<file path="src/rtl/mem_arb_pkg.sv">
// Shared definitions for the two-requester memory port arbiter.
package mem_arb_pkg;

    typedef enum logic [1:0] {
        StIdle,
        StBusy,
        StDone
    } arb_state_e;

    localparam int unsigned REQ_CORE         = 0;
    localparam int unsigned REQ_DBG          = 1;
    localparam int unsigned DEFAULT_MAX_WAIT = 15;

endpackage

</file>
<file path="src/rtl/rr_arbiter_2.sv">
// Two-way round-robin pick: a lone request wins; on a tie the one not served last wins.
module rr_arbiter_2 (
    input  logic [1:0] req,
    input  logic       last,
    output logic [1:0] winner
);

    always_comb begin
        winner = req;
        if (&req) begin
            winner = last ? 2'b01 : 2'b10;
        end
    end

endmodule

</file>
<file path="src/rtl/mem_port_arbiter.sv">
// Shares one memory port between the core controller and the debug/loader,
// with round-robin tie-breaking and a wait-cycle timeout abort.
module mem_port_arbiter
    import mem_arb_pkg::*;
#(
    parameter int unsigned ADDR_W   = 32,
    parameter int unsigned DATA_W   = 32,
    parameter int unsigned MAX_WAIT = DEFAULT_MAX_WAIT
) (
    input  logic                clk,
    input  logic                rst_n,
    input  logic [1:0]          req_i,
    input  logic [1:0]          we_i,
    input  logic [2*ADDR_W-1:0] addr_i,
    input  logic [2*DATA_W-1:0] wdata_i,
    output logic [1:0]          gnt_o,
    output logic [1:0]          done_o,
    output logic                err_o,
    output logic [DATA_W-1:0]   rdata_o,
    output logic                core_stall_o,
    output logic                mem_rd_o,
    output logic                mem_wr_o,
    output logic [ADDR_W-1:0]   mem_addr_o,
    output logic [DATA_W-1:0]   mem_wdata_o,
    input  logic [DATA_W-1:0]   mem_rdata_i,
    input  logic                mem_ready_i
);

    localparam logic [7:0] WAIT_LAST = 8'(MAX_WAIT - 1);

    arb_state_e          state_q, state_d;
    logic                owner_q, last_q, we_q, err_q;
    logic [ADDR_W-1:0]   addr_q;
    logic [DATA_W-1:0]   wdata_q, rdata_q;
    logic [7:0]          wait_q;
    logic [1:0]          winner, owner_oh;
    logic                win_idx, timeout, busy;

    rr_arbiter_2 u_rr (
        .req    (req_i),
        .last   (last_q),
        .winner (winner)
    );

    assign win_idx  = (winner == 2'b10);
    assign timeout  = (wait_q == WAIT_LAST);
    assign busy     = (state_q == StBusy);
    assign owner_oh = (owner_q == 1'(REQ_CORE)) ? 2'b01 : 2'b10;

    always_ff @(posedge clk or negedge rst_n) begin
        if (!rst_n) begin
            state_q <= StIdle;
        end else begin
            state_q <= state_d;
        end
    end

    always_comb begin
        state_d = state_q;
        unique case (state_q)
            StIdle:  if (|req_i) state_d = StBusy;
            StBusy:  if (mem_ready_i || timeout) state_d = StDone;
            StDone:  state_d = StIdle;
            default: state_d = StIdle;
        endcase
    end

    always_ff @(posedge clk or negedge rst_n) begin
        if (!rst_n) begin
            owner_q <= 1'b0;
            last_q  <= 1'(REQ_DBG);
            we_q    <= 1'b0;
            addr_q  <= '0;
            wdata_q <= '0;
            wait_q  <= '0;
            rdata_q <= '0;
            err_q   <= 1'b0;
        end else begin
            unique case (state_q)
                StIdle: begin
                    if (|req_i) begin
                        owner_q <= win_idx;
                        we_q    <= we_i[win_idx];
                        addr_q  <= win_idx ? addr_i[2*ADDR_W-1:ADDR_W] : addr_i[ADDR_W-1:0];
                        wdata_q <= win_idx ? wdata_i[2*DATA_W-1:DATA_W] : wdata_i[DATA_W-1:0];
                        wait_q  <= '0;
                    end
                end
                StBusy: begin
                    // A ready coinciding with timeout counts as success.
                    if (mem_ready_i) begin
                        rdata_q <= we_q ? '0 : mem_rdata_i;
                        err_q   <= 1'b0;
                    end else if (timeout) begin
                        rdata_q <= '0;
                        err_q   <= 1'b1;
                    end else begin
                        wait_q <= wait_q + 8'd1;
                    end
                end
                StDone: last_q <= owner_q;
                default: ;
            endcase
        end
    end

    always_comb begin
        gnt_o        = (busy && wait_q == 8'd0) ? owner_oh : 2'b00;
        done_o       = (state_q == StDone) ? owner_oh : 2'b00;
        err_o        = err_q;
        rdata_o      = rdata_q;
        core_stall_o = req_i[0] & ~done_o[0];
        mem_rd_o     = busy & ~we_q;
        mem_wr_o     = busy & we_q;
        mem_addr_o   = addr_q;
        mem_wdata_o  = wdata_q;
    end

endmodule

</file>
<file path="config.mk">
export PLATFORM = sky130hd
export DESIGN_NAME = mem_port_arbiter
export DESIGN_NICKNAME = d
export VERILOG_FILES = /design/src/rtl/mem_arb_pkg.sv /design/src/rtl/rr_arbiter_2.sv /design/src/rtl/mem_port_arbiter.sv
export SDC_FILE = /design/constraint.sdc
export NUM_CORES = 1
export LEC_CHECK = 0
export CAP_MARGIN = 20
export CORE_MARGIN = 2
export CORE_UTILIZATION = 39
export DETAILED_ROUTE_END_ITERATION = 6
export HOLD_SLACK_MARGIN = 0.06
export PLACE_DENSITY = 0.81
export SLEW_MARGIN = 10
export SYNTH_ARGS = -nofsm -noshare
export SYNTH_HDL_FRONTEND = slang
export SYNTH_SLANG_ARGS = --single-unit
</file>
<file path="constraint.sdc">
create_clock -name clk -period 1.8 [get_ports clk]
set_input_delay 0.36 -clock clk [delete_from_list [all_inputs] [get_ports clk]]
set_output_delay 0.36 -clock clk [all_outputs]
set_load 0.01 [all_outputs]
</file>
==> metrics.csv <==
stage,metric,value,unit
sta,Fin. Hold Viols,0,
critical_path,Critical Path AT,1.47,ns
place,worst slack at placement,-0.3063,ns
drt,Pre-antenna DRT Iters,4,
floorplanning,# rows,40,
sta,"Setup violations, final",2,
synth,post-synth net total,610,
cts,H-tree Lvls,3,
critical_path,slowest library cell on the worst path,dfrtp_1,
sta,Worst slew margin,62.94,%
critical_path,kind of critical path,reg2out,
critical_path,worst path cell trace,nor4_4 -> nand4_1 -> nor2_1 -> buf_2,
cells_and_area,area occupied by multi-input gates,0.002028,mm²
synth,Synth Flop Type,dfrtp_1,
cts,CTS tree,built,
synth,mapped cell area,0.004895,mm²
sta,Fmax,545.6,MHz
synth,top-count cell post-synth,dfrtp_1,
run_status,status,"complete, but fails checks",
sta,Tmin final,1.833,ns
global_routing,vias in the first global route,4497,
cts,Root Driver,clkbuf_16,
pwr,Pwr per Cell Area,1418,mW/mm²
floorplanning,die area,0.01346,mm²
synth,post-synth top area share,55.73,%
synth,synth top area cells,"dfrtp_1 (56%), mux2i_1 (13%), a21oi_1 (7.0%)",
cts,cts bufs inserted,9,
critical_path,type of origin of the critical path,flip-flop,
drt,DR iter-0 viols,259,
cts,"Clk Latency, worst-skew pair",0.34,ns
place,I/O Buffers,270,
drt,drc violations,0,
sta,"Slew Viols, Final",0,
cells_and_area,Layout Cells excl Fill,900,
synth,synthesized area per cell,11.12,µm²
sta,part of the cycle the worst path needs,101.8,%
sta,worst setup margin,-0.03292,ns
synth,"top cells by count, synth","dfrtp_1 (109), nor2_1 (76), a21oi_1 (68)",
synth,Yosys top cell by area,dfrtp_1,
critical_path,critical path capture point type,output pin,
sta,Worst Hold Slack,0.07951,ns
global_routing,first-pass GRT wire length,22340,µm
cells_and_area,area delta synth->final,70.40,%
critical_path,CP max FO,2,
floorplanning,Die H,116.0,µm
cts,Num Clock Sinks,110,
synth,Post-synth EDFFs,0,
cells_and_area,antenna cell count,0,
global_routing,largest net degree at the start of global routing,111,
critical_path,Worst EP required,1.44,ns
global_routing,gr usage total,21.54,%
sta,final clock skew,0.005876,ns
cts,Max clock buf depth,2,
cells_and_area,# fillers,902,
floorplanning,Initial Util,40.41,%
synth,Cells after Synth,440,
drt,vias per cell,5.048,
cells_and_area,register area,0.002754,mm²
critical_path,max incr delay on CP,0.40,ns
floorplanning,Std-Cell Core Area,0.01211,mm²
cells_and_area,share of layout cells above drive strength 1,9.563,%
synth,post-synthesis sequential area ratio,56.26,%
place,GP Congestion,0.8271,
drt,via count,4543,
place,# placed instances,877,
job,MaxCap Viol Count,0,
place,detailed placement HPWL,11330,µm
synth,Yosys warnings,0,
synth,Async SR Flop Fraction,100.0,%
pwr,worst vdd ir,0.7638,mV
global_routing,initial antenna violation count,0,
drt,final antenna-violating net count,0,
worst_hold_path,HP Class,in2async,
sta,measured slew at the worst slew-check pin,0.5558,ns
pwr,Leak,3.591,nW
synth,synthesis-stage register bit count,110,
run_status,violated checks,negative setup slack,
sta,unrepaired setup endpoints after global routing,yes,
drt,WL/cell,17.27,µm
floorplanning,# IOs,271,
cells_and_area,nets@finish,898,
cts,clk slew on worst S/H paths,0.07,ns
global_routing,GR Overflow Total,0,
drt,Routed Wire Length,15550,µm
synth,Netlist cell types,36,
floorplanning,die width,116.0,µm
[final timing paths]
kind,to,from,cells past startpoint,slack (ns)
max,gnt_o[1],wait_q[5]$_DFFE_PN0P_,4,-0.03
min,mem_wdata_o[12]$_DFFE_PN0P_,rst_n,2,0.08
max reg2reg,rdata_o[17]$_DFFE_PN0P_,wait_q[5]$_DFFE_PN0P_,5,0.08
min reg2reg,rdata_o[13]$_DFFE_PN0P_,rdata_o[13]$_DFFE_PN0P_,1,0.50
max in group asynchronous,mem_addr_o[5]$_DFFE_PN0P_,rst_n,2,1.30
min in group clk,rdata_o[13]$_DFFE_PN0P_,rdata_o[13]$_DFFE_PN0P_,1,0.50
[cell usage in the layout, fill, tap and decap left out, types with 3 or more instances in the layout]
| cell | instances |
|---|---|
| o21ai_2 | 4 |
| nand3_1 | 6 |
| o21ai_0 | 5 |
| buf_12 | 6 |
| inv_1 | 3 |
| buf_4 | 26 |
| dfrtp_1 | 109 |
| nor2_1 | 73 |
| nand2_1 | 3 |
| and2_1 | 3 |
| nand2b_1 | 4 |
| mux2i_1 | 65 |
| a21oi_1 | 68 |
| clkbuf_16 | 10 |
| ha_1 | 3 |
| a22o_1 | 32 |
| o31ai_1 | 9 |
| clkdlybuf4s50_1 | 262 |
[layer usage]
| layer | up-vias | global-route usage, % | routed length, µm | share of wire, % |
|---|---|---|---|---|
| met4 | 0 | 6.667 | 314 | 2.0 |
| met5 | - | 0 | 0 | 0 |
| met3 | 24 | 6.799 | 1410 | 9.1 |
| met2 | 234 | 37.00 | 7801 | 50 |
| li1 | 2149 | - | - | - |
| met1 | 2136 | 26.00 | 6021 | 39 |
[power breakdown]
part / switching (W) / total [W] / internal [W]
logic: 0.00267 / 0.00576 / 0.00309
clock network: 0.000848 / 0.00200 / 0.00115
registers: 0.000590 / 0.00407 / 0.00348
total: 0.00411 / 0.0118 / 0.00772
[repair_timing]
item / in CTS / in global routing
hold buffers: 0 / 0
resized for setup: 14 / 12
setup buffers: 2 / 2
gates cloned: 1 / 4
pin swaps: 5 / 8
setup endpoints to repair: 39 / 46
[worst max-delay path, delay by kind of cell, from the launching register on]
family                 cells  cell delay (ns)
flip-flops                 1             0.40
buffers and inverters      1             0.14
AND/OR/NAND/NOR            3             0.59
[layout make-up]
| type | instances | area share [%] |
|---|---|---|
| multi-input cells | 299 | 24.32 |
| well taps | 168 | 2.520 |
| flip-flops and latches | 110 | 33.02 |
| inverters | 4 | 0.1800 |
| clock buffers | 12 | 3.075 |
| repair buffers | 304 | 36.36 |
| clock inverters | 3 | 0.5251 |
[per-stage QoR]
stage          utilization [%]   TNS, ns  total power (W)  cell area, µm²
4_1_cts                  68.29   -0.1833          0.01171            8270
5_1_grt                  68.86   -0.3526          0.01255            8341
6_report                 68.86  -0.04279          0.01183            8341
3_5_place_dp             65.62    -8.951         0.009678            7948
3_3_place_gp             65.62    -6.103         0.009433            7948
2_1_floorplan                -         0         0.006516            4895
[kinds of logic after synthesis]
| logic type | Yosys count | synth area share (%) |
|---|---|---|
| DFF | 110 | 56.26 |
| muxes | 66 | 13.50 |
| buffers and inverters | 35 | 3.911 |
| and+or+nand+nor | 105 | 9.790 |
| adders and majority gates | 3 | 0.7670 |
| AOI/OAI and AO/OA | 121 | 15.77 |
[state kept, by name (all words and copies together), names as in the netlist]
signal       cells
state_q          2
rdata_o         32
we_q             1
err_o            1
mem_wdata_o     32
owner_q          1
mem_addr_o      32
wait_q           8
last_q           1
Note: power is estimated with default switching activity, not from simulation.
